File: src/rtl/uart_rx_fifo_writer.sv
// UART 8N1 receiver that pushes each good byte into the receive fifo write port.
// Framing errors and overruns (good byte dropped because the fifo is full) are
// reported as one-cycle pulses.
//
// Fifo write port: din is valid only in the cycle write_en is high. The fifo must
// accept that push in the same cycle. There is no backpressure beyond full, and full
// is looked at only in the cycle the stop bit is sampled.
module uart_rx_fifo_writer #(
  parameter int CLKS_PER_BIT = 868,
  parameter int DATA_WIDTH   = 8
) (
  input  logic                  clk,
  input  logic                  reset,
  input  logic                  rx,
  input  logic                  full,
  output logic                  write_en,
  output logic [DATA_WIDTH-1:0] din,
  output logic                  frame_err,
  output logic                  overrun,
  output logic                  busy
);

  localparam int CNT_W = $clog2(CLKS_PER_BIT);
  localparam int IDX_W = $clog2(DATA_WIDTH + 1);

  localparam logic [CNT_W-1:0] HALF_LAST = CNT_W'(CLKS_PER_BIT / 2 - 1);
  localparam logic [CNT_W-1:0] BIT_LAST  = CNT_W'(CLKS_PER_BIT - 1);
  localparam logic [IDX_W-1:0] IDX_LAST  = IDX_W'(DATA_WIDTH - 1);

  typedef enum logic [1:0] {
    IDLE  = 2'd0,
    START = 2'd1,
    DATA  = 2'd2,
    STOP  = 2'd3
  } state_t;

  state_t                  state_q, state_d;
  logic                    sync1_q, sync1_d;
  logic                    sync2_q, sync2_d;
  logic                    rx_q, rx_d;
  logic [CNT_W-1:0]        cnt_q, cnt_d;
  logic [IDX_W-1:0]        bit_idx_q, bit_idx_d;
  logic [DATA_WIDTH-1:0]   shift_q, shift_d;
  logic                    write_en_q, write_en_d;
  logic [DATA_WIDTH-1:0]   din_q, din_d;
  logic                    frame_err_q, frame_err_d;
  logic                    overrun_q, overrun_d;
  logic                    rx_s;

  // Synchronised serial input; all edge detection uses rx_s against rx_q.
  assign rx_s = sync2_q;

  // State register plus synchroniser, counters, shifter and output pulses.
  always_ff @(posedge clk or posedge reset) begin
    if (reset) begin
      state_q     <= IDLE;
      sync1_q     <= 1'b1;
      sync2_q     <= 1'b1;
      rx_q        <= 1'b1;
      cnt_q       <= '0;
      bit_idx_q   <= '0;
      shift_q     <= '0;
      write_en_q  <= 1'b0;
      din_q       <= '0;
      frame_err_q <= 1'b0;
      overrun_q   <= 1'b0;
    end else begin
      state_q     <= state_d;
      sync1_q     <= sync1_d;
      sync2_q     <= sync2_d;
      rx_q        <= rx_d;
      cnt_q       <= cnt_d;
      bit_idx_q   <= bit_idx_d;
      shift_q     <= shift_d;
      write_en_q  <= write_en_d;
      din_q       <= din_d;
      frame_err_q <= frame_err_d;
      overrun_q   <= overrun_d;
    end
  end

  // Next-state logic: start detection, mid-bit sampling and the stop-bit verdict.
  always_comb begin
    state_d     = state_q;
    sync1_d     = rx;
    sync2_d     = sync1_q;
    rx_d        = rx_s;
    cnt_d       = cnt_q;
    bit_idx_d   = bit_idx_q;
    shift_d     = shift_q;
    write_en_d  = 1'b0;
    din_d       = din_q;
    frame_err_d = 1'b0;
    overrun_d   = 1'b0;

    case (state_q)
      IDLE: begin
        // Only a high-to-low transition starts a frame, so a line held low is ignored.
        if (rx_q && !rx_s) begin
          cnt_d   = '0;
          state_d = START;
        end
      end
      START: begin
        if (cnt_q == HALF_LAST) begin
          cnt_d = '0;
          if (!rx_s) begin
            bit_idx_d = '0;
            state_d   = DATA;
          end else begin
            // The line went high again before mid start bit, so this was a glitch.
            state_d = IDLE;
          end
        end else begin
          cnt_d = cnt_q + CNT_W'(1);
        end
      end
      DATA: begin
        if (cnt_q == BIT_LAST) begin
          // LSB arrives first; shifting in at the MSB leaves it at bit 0.
          shift_d = {rx_s, shift_q[DATA_WIDTH-1:1]};
          cnt_d   = '0;
          if (bit_idx_q == IDX_LAST) begin
            state_d = STOP;
          end else begin
            bit_idx_d = bit_idx_q + IDX_W'(1);
          end
        end else begin
          cnt_d = cnt_q + CNT_W'(1);
        end
      end
      STOP: begin
        if (cnt_q == BIT_LAST) begin
          // Leave at mid stop bit so a back-to-back start bit is still caught.
          state_d = IDLE;
          cnt_d   = '0;
          if (rx_s) begin
            if (full) begin
              overrun_d = 1'b1;
            end else begin
              write_en_d = 1'b1;
              din_d      = shift_q;
            end
          end else begin
            frame_err_d = 1'b1;
          end
        end else begin
          cnt_d = cnt_q + CNT_W'(1);
        end
      end
      default: begin
        state_d = IDLE;
        cnt_d   = '0;
      end
    endcase
  end

  assign write_en  = write_en_q;
  assign din       = din_q;
  assign frame_err = frame_err_q;
  assign overrun   = overrun_q;
  assign busy      = (state_q != IDLE);

endmodule

File: config.mk
export PLATFORM = sky130hd
export DESIGN_NAME = uart_rx_fifo_writer
export DESIGN_NICKNAME = d
export VERILOG_FILES = /design/src/rtl/uart_rx_fifo_writer.sv
export SDC_FILE = /design/constraint.sdc
export NUM_CORES = 1
export LEC_CHECK = 0
export BUFFER_PORTS_ARGS = -buffer_cell sky130_fd_sc_hd__buf_2
export CORE_MARGIN = 1
export CORE_UTILIZATION = 45
export CTS_CLUSTER_SIZE = 25
export DETAILED_ROUTE_END_ITERATION = 12
export PLACE_DENSITY = 0.7
export SLEW_MARGIN = 20
export SYNTH_ARGS = -nofsm -noshare
export SYNTH_HDL_FRONTEND = slang
export SYNTH_SLANG_ARGS = --single-unit
export TNS_END_PERCENT = 5
File: constraint.sdc
create_clock -name clk -period 2.55 [get_ports clk]
set_input_delay 0.255 -clock clk [delete_from_list [all_inputs] [get_ports clk]]
set_output_delay 0.255 -clock clk [all_outputs]
set_load 0.1 [all_outputs]
; Word level (Yosys, flattened, before mapping)
; Index checks and enable logic that the tools add are counted.
[word_totals]
ff_bits = 38
elab_cells = 64
[op_classes]
n_addsub = 2
eq_ne = 13
mux = 27
n_bitwise = 1
reduce_logical = 10
[ops]
columns = op, n
row1 = $mux W10, 3
row2 = $pmux W10 S3, 1
row3 = $mux W4, 4
row4 = $ne A2 B2 Y1 const B, 7
row5 = $mux W2, 6
row6 = $mux W1, 11
row7 = $add A10 B1 Y10 const B, 1
row8 = $eq A10 B10 Y1 const B, 1
row9 = $eq A10 B9 Y1 const B, 1
row10 = $reduce_and A5 Y1, 2
row11 = $pmux W2 S4, 1
row12 = $pmux W4 S2, 1
row13 = $add A4 B1 Y4 const B, 1
row14 = $eq A2 B2 Y1 const B, 2
row15 = $eq A4 B3 Y1 const B, 1
row16 = $reduce_and A4 Y1, 1
row17 = $reduce_bool A2 Y1, 2
row18 = $eq A2 B1 Y1 const B, 1
row19 = $logic_not A2 Y1, 1
row20 = $reduce_and A2 Y1, 1
row21 = $reduce_or A2 Y1, 1
row22 = $logic_and A1 B1 Y1, 1
row23 = $logic_not A1 Y1, 1
row24 = $not A1 Y1, 1

; Depth between registers and ports, before layout
[depth]
depth_word = 4
mapped_depth = 6

; Worst setup path after synthesis
; OpenSTA, ideal clock, no wires.
[synth_timing]
path_type = register to register
from = reg state_q[0]
to = reg state_q[0]
t_arrival_ps = 1713
path_slack_ps = 760
path_stages_with_launch = 6
n_path_buf = 1
cell_sequence = dfrtp_1 -> clkbuf_1 -> or2_2 -> a21oi_2 -> or4_1 -> o21ai_1
[synth_between]
elab_chain_cells = 3
elab_cells_between_ends = 11
classes_between = 8 x eq/ne / 1 x mux / 2 x reduce/logical
[synth_rtl]
columns = element, line
row1 = "start, declared", 37  ; state_t state_q, state_d;
row2 = "start signal, assigned", 68  ; state_q <= state_d;
row3 = $eq A2 B2 Y1 (tied with other cells), 96  ; case (state_q)
row4 = $ne A2 B2 Y1 (no source line), -
row5 = $reduce_and A5 Y1 (no source line), -
; Parallel ways exist; a longest one is shown, timed or not.
; A chain may end at the register's enable or synchronous reset.

; Final worst setup path
[layout_timing]
from = reg cnt_q[2]
to = reg din_q[6] (netlist: din[6])
[layout_between]
elab_chain_cells = 2
[layout_rtl]
columns = element, line
row1 = "start, declared", 41  ; logic [CNT_W-1:0] cnt_q, cnt_d;
row2 = "start signal, assigned", 72  ; cnt_q <= cnt_d;
row3 = $eq A10 B10 Y1, 133  ; if (cnt_q == BIT_LAST) begin
row4 = $reduce_and A4 Y1 (no source line), -
row5 = "end signal, assigned", 76  ; din_q <= din_d;
row6 = "end, declared", 45  ; logic [DATA_WIDTH-1:0] din_q, din_d;
; Every way passes these cells.

==> results.py <==
metrics = {
    "logic_synthesis": {
        "synth_async_sr_flop_share_pct": 100,
        "count_of_flip_flops_with_a_built_in_enable_after_synthesis": 0,
        "synth_seq_area_share_pct": 52.2,
        "post_synth_instance_area_um2": 1830,
        "avgSynthCellArea_um2": 11.4,
        "ys.flop_type": "sky130_fd_sc_hd__dfrtp_1",
        "synthDistinctLibCells": 47,
        "postSynthCellCount": 161,
        "mappedNetlistNets": 168,
        "synth.yosys.warnings": 0,
        "ys_ff_latch": 38,
    },
    "power": {
        "comb_power_share_pct": 20.4,
        "power.share.clock_pct": 33.4,
        "power.leakage_nw": 0.946,
        "switching_share_pct": 31.7,
        "p_total_mw": 1.56,
        "p_seq_share_pct": 46.2,
        "internal_power_mw": 1.06,
        "maximum_vdd_drop_uv": 717,
        "power_density_nw_per_um2": 754,
        "p_switching_mw": 0.494,
    },
    "detailed_routing": {
        "ratio_of_routed_vias_to_standard_cells": 5.70,
        "antenna_violating_nets_left": 0,
        "detail_route.wl_per_cell_um": 14.7,
        "routed_wirelength_um": 3370,
        "drtIter0Drc": 64,
        "dr_total_vias": 1305,
        "detail_route.first_pass.iterations": 4,
        "route.detailed.drc": 0,
    },
    "critical_path": {
        "critical_path.max_stage_delay_ns": 0.50,
        "worstReg2RegStart": "cnt_q[2]",
        "slowest_stage": "sky130_fd_sc_hd__dfrtp_1",
        "timing.critical_path.fanout_max": 9,
        "crit_start": "cnt_q[2]",
        "path_class": "flip-flop to flip-flop",
        "timing.critical_path.cells": "nor3b_4 > nand3_2 > nor2_4 > mux2_2",
        "cp_data_arrival_time_ns": 2.14,
        "crit_path_end_kind": "flip-flop",
        "startpoint_type_of_the_worst_setup_path": "flip-flop",
        "critical_path_required_ns": 2.72,
    },
    "worst_hold_path": {
        "hold_class": "primary input to async pin",
    },
    "clock_tree": {
        "total_clock_buffers_created_by_cts": 5,
        "ctsHtreeMaxLevel": 2,
        "postCtsHoldBufs": 0,
        "cts.reportedPaths.clkPinSlew_ns": 0.07,
        "post-cts-setup-buffers": 0,
        "numClockSinks": 38,
        "clock_tree.root_cell": "sky130_fd_sc_hd__clkbuf_8",
        "post_cts.resized_instances": 0,
        "clk_latency_ns": 0.29,
        "max-clock-path-buffers": 2,
        "clock_tree_from_tritoncts": "built",
    },
    "placed_design": {
        "placed_area_um2": 1950,
        "detailedPlacementHpwl_um": 2410,
        "dpl.cell_count": 221,
        "port-buffer-count": 15,
        "place_worst_setup_slack_ns": 0.590,
        "finalWeightedCongestion": 0.817,
    },
    "sta": {
        "finalCritPeriodShare_pct": 77.4,
        "slew_viol_final": 0,
        "fin_skew_ns": 0.00961,
        "rsz0062_at_grt": "no",
        "fin_crit_ns": 1.97,
        "hold_viol": 0,
        "fin_setup_tns_ns": 0,
        "clock.fmax_mhz": 507,
        "setup_viol": 0,
        "timing.final.ws_setup_ns": 0.576,
        "worst_slew_pin_slew_ns": 0.494,
        "worst_slew_slack_as_a_fraction_of_its_limit_pct": 67.3,
        "hold_ws_ns": 0.0648,
    },
    "floorplan": {
        "die_width_um": 65.8,
        "die_area_um2": 4320,
        "die_y_um": 65.8,
        "io_pins": 16,
        "initial_standard_cell_utilization_of_the_core_pct": 48.5,
        "row_count": 22,
        "floorplan.core_area_um2": 3770,
    },
    "finish": {
        "finish.instance_area_um2": 2060,
        "antenna_cells": 0,
        "final_cell_count_no_fill": 229,
        "layout.core_utilization_pct": 54.7,
        "areaGrowthSynthToFinish_pct": 12.7,
        "design.final.nets": 187,
        "drive_gt1_share_pct": 30.4,
    },
    "grt": {
        "grt_start_max_net_pins": 39,
        "antenna_found_initial": 0,
        "grt_overflow_total": 0,
        "grt_pass1_wl_um": 5730,
        "grt_pass1_vias": 1233,
        "groute.usage.overall_pct": 17.7,
    },
    "flow_run": {
        "max_cap_viol_count": 0,
    },
    "run_status": {
        "outcome": "completed",
    },
}
==> worst paths after layout <==
kind | to | slack [ns] | cells past startpoint
max | din[6] | 0.58 | 4
min | cnt_q[3] | 0.06 | 3
max reg2reg | din[6] | 0.58 | 4
min reg2reg | rx_d | 0.37 | 0
max in group asynchronous | rx_d | 2.13 | 3
min in group clk | sync1_q | 0.07 | 1
==> placed cells by master, fill, tap and decap left out, types with 2 or more instances in the layout <==
cell / instances
sky130_fd_sc_hd__a21o_1: 2
sky130_fd_sc_hd__a21oi_1: 2
sky130_fd_sc_hd__a221o_1: 2
sky130_fd_sc_hd__and3_1: 2
sky130_fd_sc_hd__and3_2: 2
sky130_fd_sc_hd__and4bb_2: 2
sky130_fd_sc_hd__buf_2: 15
sky130_fd_sc_hd__clkbuf_8: 6
sky130_fd_sc_hd__dfrtp_1: 35
sky130_fd_sc_hd__dfstp_2: 3
sky130_fd_sc_hd__ha_1: 3
sky130_fd_sc_hd__inv_1: 9
sky130_fd_sc_hd__mux2_2: 16
sky130_fd_sc_hd__nand2_1: 10
sky130_fd_sc_hd__nand3_1: 5
sky130_fd_sc_hd__nand4_1: 7
sky130_fd_sc_hd__nor2_1: 2
sky130_fd_sc_hd__nor3_1: 8
sky130_fd_sc_hd__o211ai_1: 5
sky130_fd_sc_hd__o21ai_0: 13
sky130_fd_sc_hd__o21ai_1: 2
sky130_fd_sc_hd__o22ai_1: 2
sky130_fd_sc_hd__or3_1: 2
==> worst max-delay path: cells and delay by family (launching register included) <==
| family | cells | cell delay, ns |
|---|---|---|
| flip-flops | 1 | 0.50 |
| multiplexers | 1 | 0.38 |
| AND/OR/NAND/NOR | 3 | 0.98 |
==> power groups by stage <==
| stage | sequential (mW) | clock (mW) | combinational, mW |
|---|---|---|---|
| floorplan | 0.681 | 0 | 0.306 |
| global placement | 0.726 | 0 | 0.308 |
| detailed placement | 0.730 | 0 | 0.314 |
| CTS | 0.719 | 0.532 | 0.319 |
| global route | 0.729 | 0.551 | 0.347 |
| finish | 0.719 | 0.520 | 0.317 |
==> layout make-up <==
type | count | area (um2)
tap | 48 | 60.1
sequential | 38 | 955
fill | 325 | 1710
inverter | 9 | 33.8
clock inverter | 1 | 30.0
multi-input combinational | 110 | 815
timing repair buffer | 16 | 82.6
clock buffer | 7 | 86.3
==> synth_stat cells, types with 2 or more instances <==
master                     number  area, um2
sky130_fd_sc_hd__o21ai_0       13       65.1
sky130_fd_sc_hd__a21o_1         2       15.0
sky130_fd_sc_hd__a221o_1        2       20.0
sky130_fd_sc_hd__inv_1          9       33.8
sky130_fd_sc_hd__nor2_1         2       7.51
sky130_fd_sc_hd__o22ai_1        2       12.5
sky130_fd_sc_hd__and3_2         2       15.0
sky130_fd_sc_hd__a21oi_1        2       10.0
sky130_fd_sc_hd__nand3_1        5       25.0
sky130_fd_sc_hd__clkbuf_1       2       7.51
sky130_fd_sc_hd__dfrtp_1       35        876
sky130_fd_sc_hd__mux2_2        16        180
sky130_fd_sc_hd__nand2_1       10       37.5
sky130_fd_sc_hd__ha_1           3       37.5
sky130_fd_sc_hd__and3_1         2       12.5
sky130_fd_sc_hd__nor3_1         8       40.0
sky130_fd_sc_hd__nand4_1        7       43.8
sky130_fd_sc_hd__and4bb_2       2       25.0
sky130_fd_sc_hd__o211ai_1       5       37.5
sky130_fd_sc_hd__or3_1          2       12.5
sky130_fd_sc_hd__o21ai_1        2       10.0
sky130_fd_sc_hd__dfstp_2        3       78.8
==> state kept, by name, indices dropped and copies added, names as in the netlist, named ones only <==
register	cells
state_q	1
frame_err	1
overrun	1
din	8
bit_idx_q	4
write_en	1
cnt_q	10
rx_q	1
shift_q	8
sync1_q	1
rx_d	1
==> per-layer routing <==
layer  vias up  share of wire, %  GRT usage [%]
met4         0               1.0           4.89
met2        22                47           26.9
met3         4               3.8           6.25
li1        630                 -              -
met1       649                48           23.7
met5         -                 0              0
==> logic make-up after synthesis <==
group | share of synthesized area [%]
and+or+nand+nor | 17.8
DFF | 52.2
AOI/OAI and AO/OA | 13.9
muxes | 9.85
buffers and inverters | 3.28
adders and majority gates | 2.05
xor gates and xnor gates | 0.958
No activity file was read; power rests on OpenSTA's default activity.
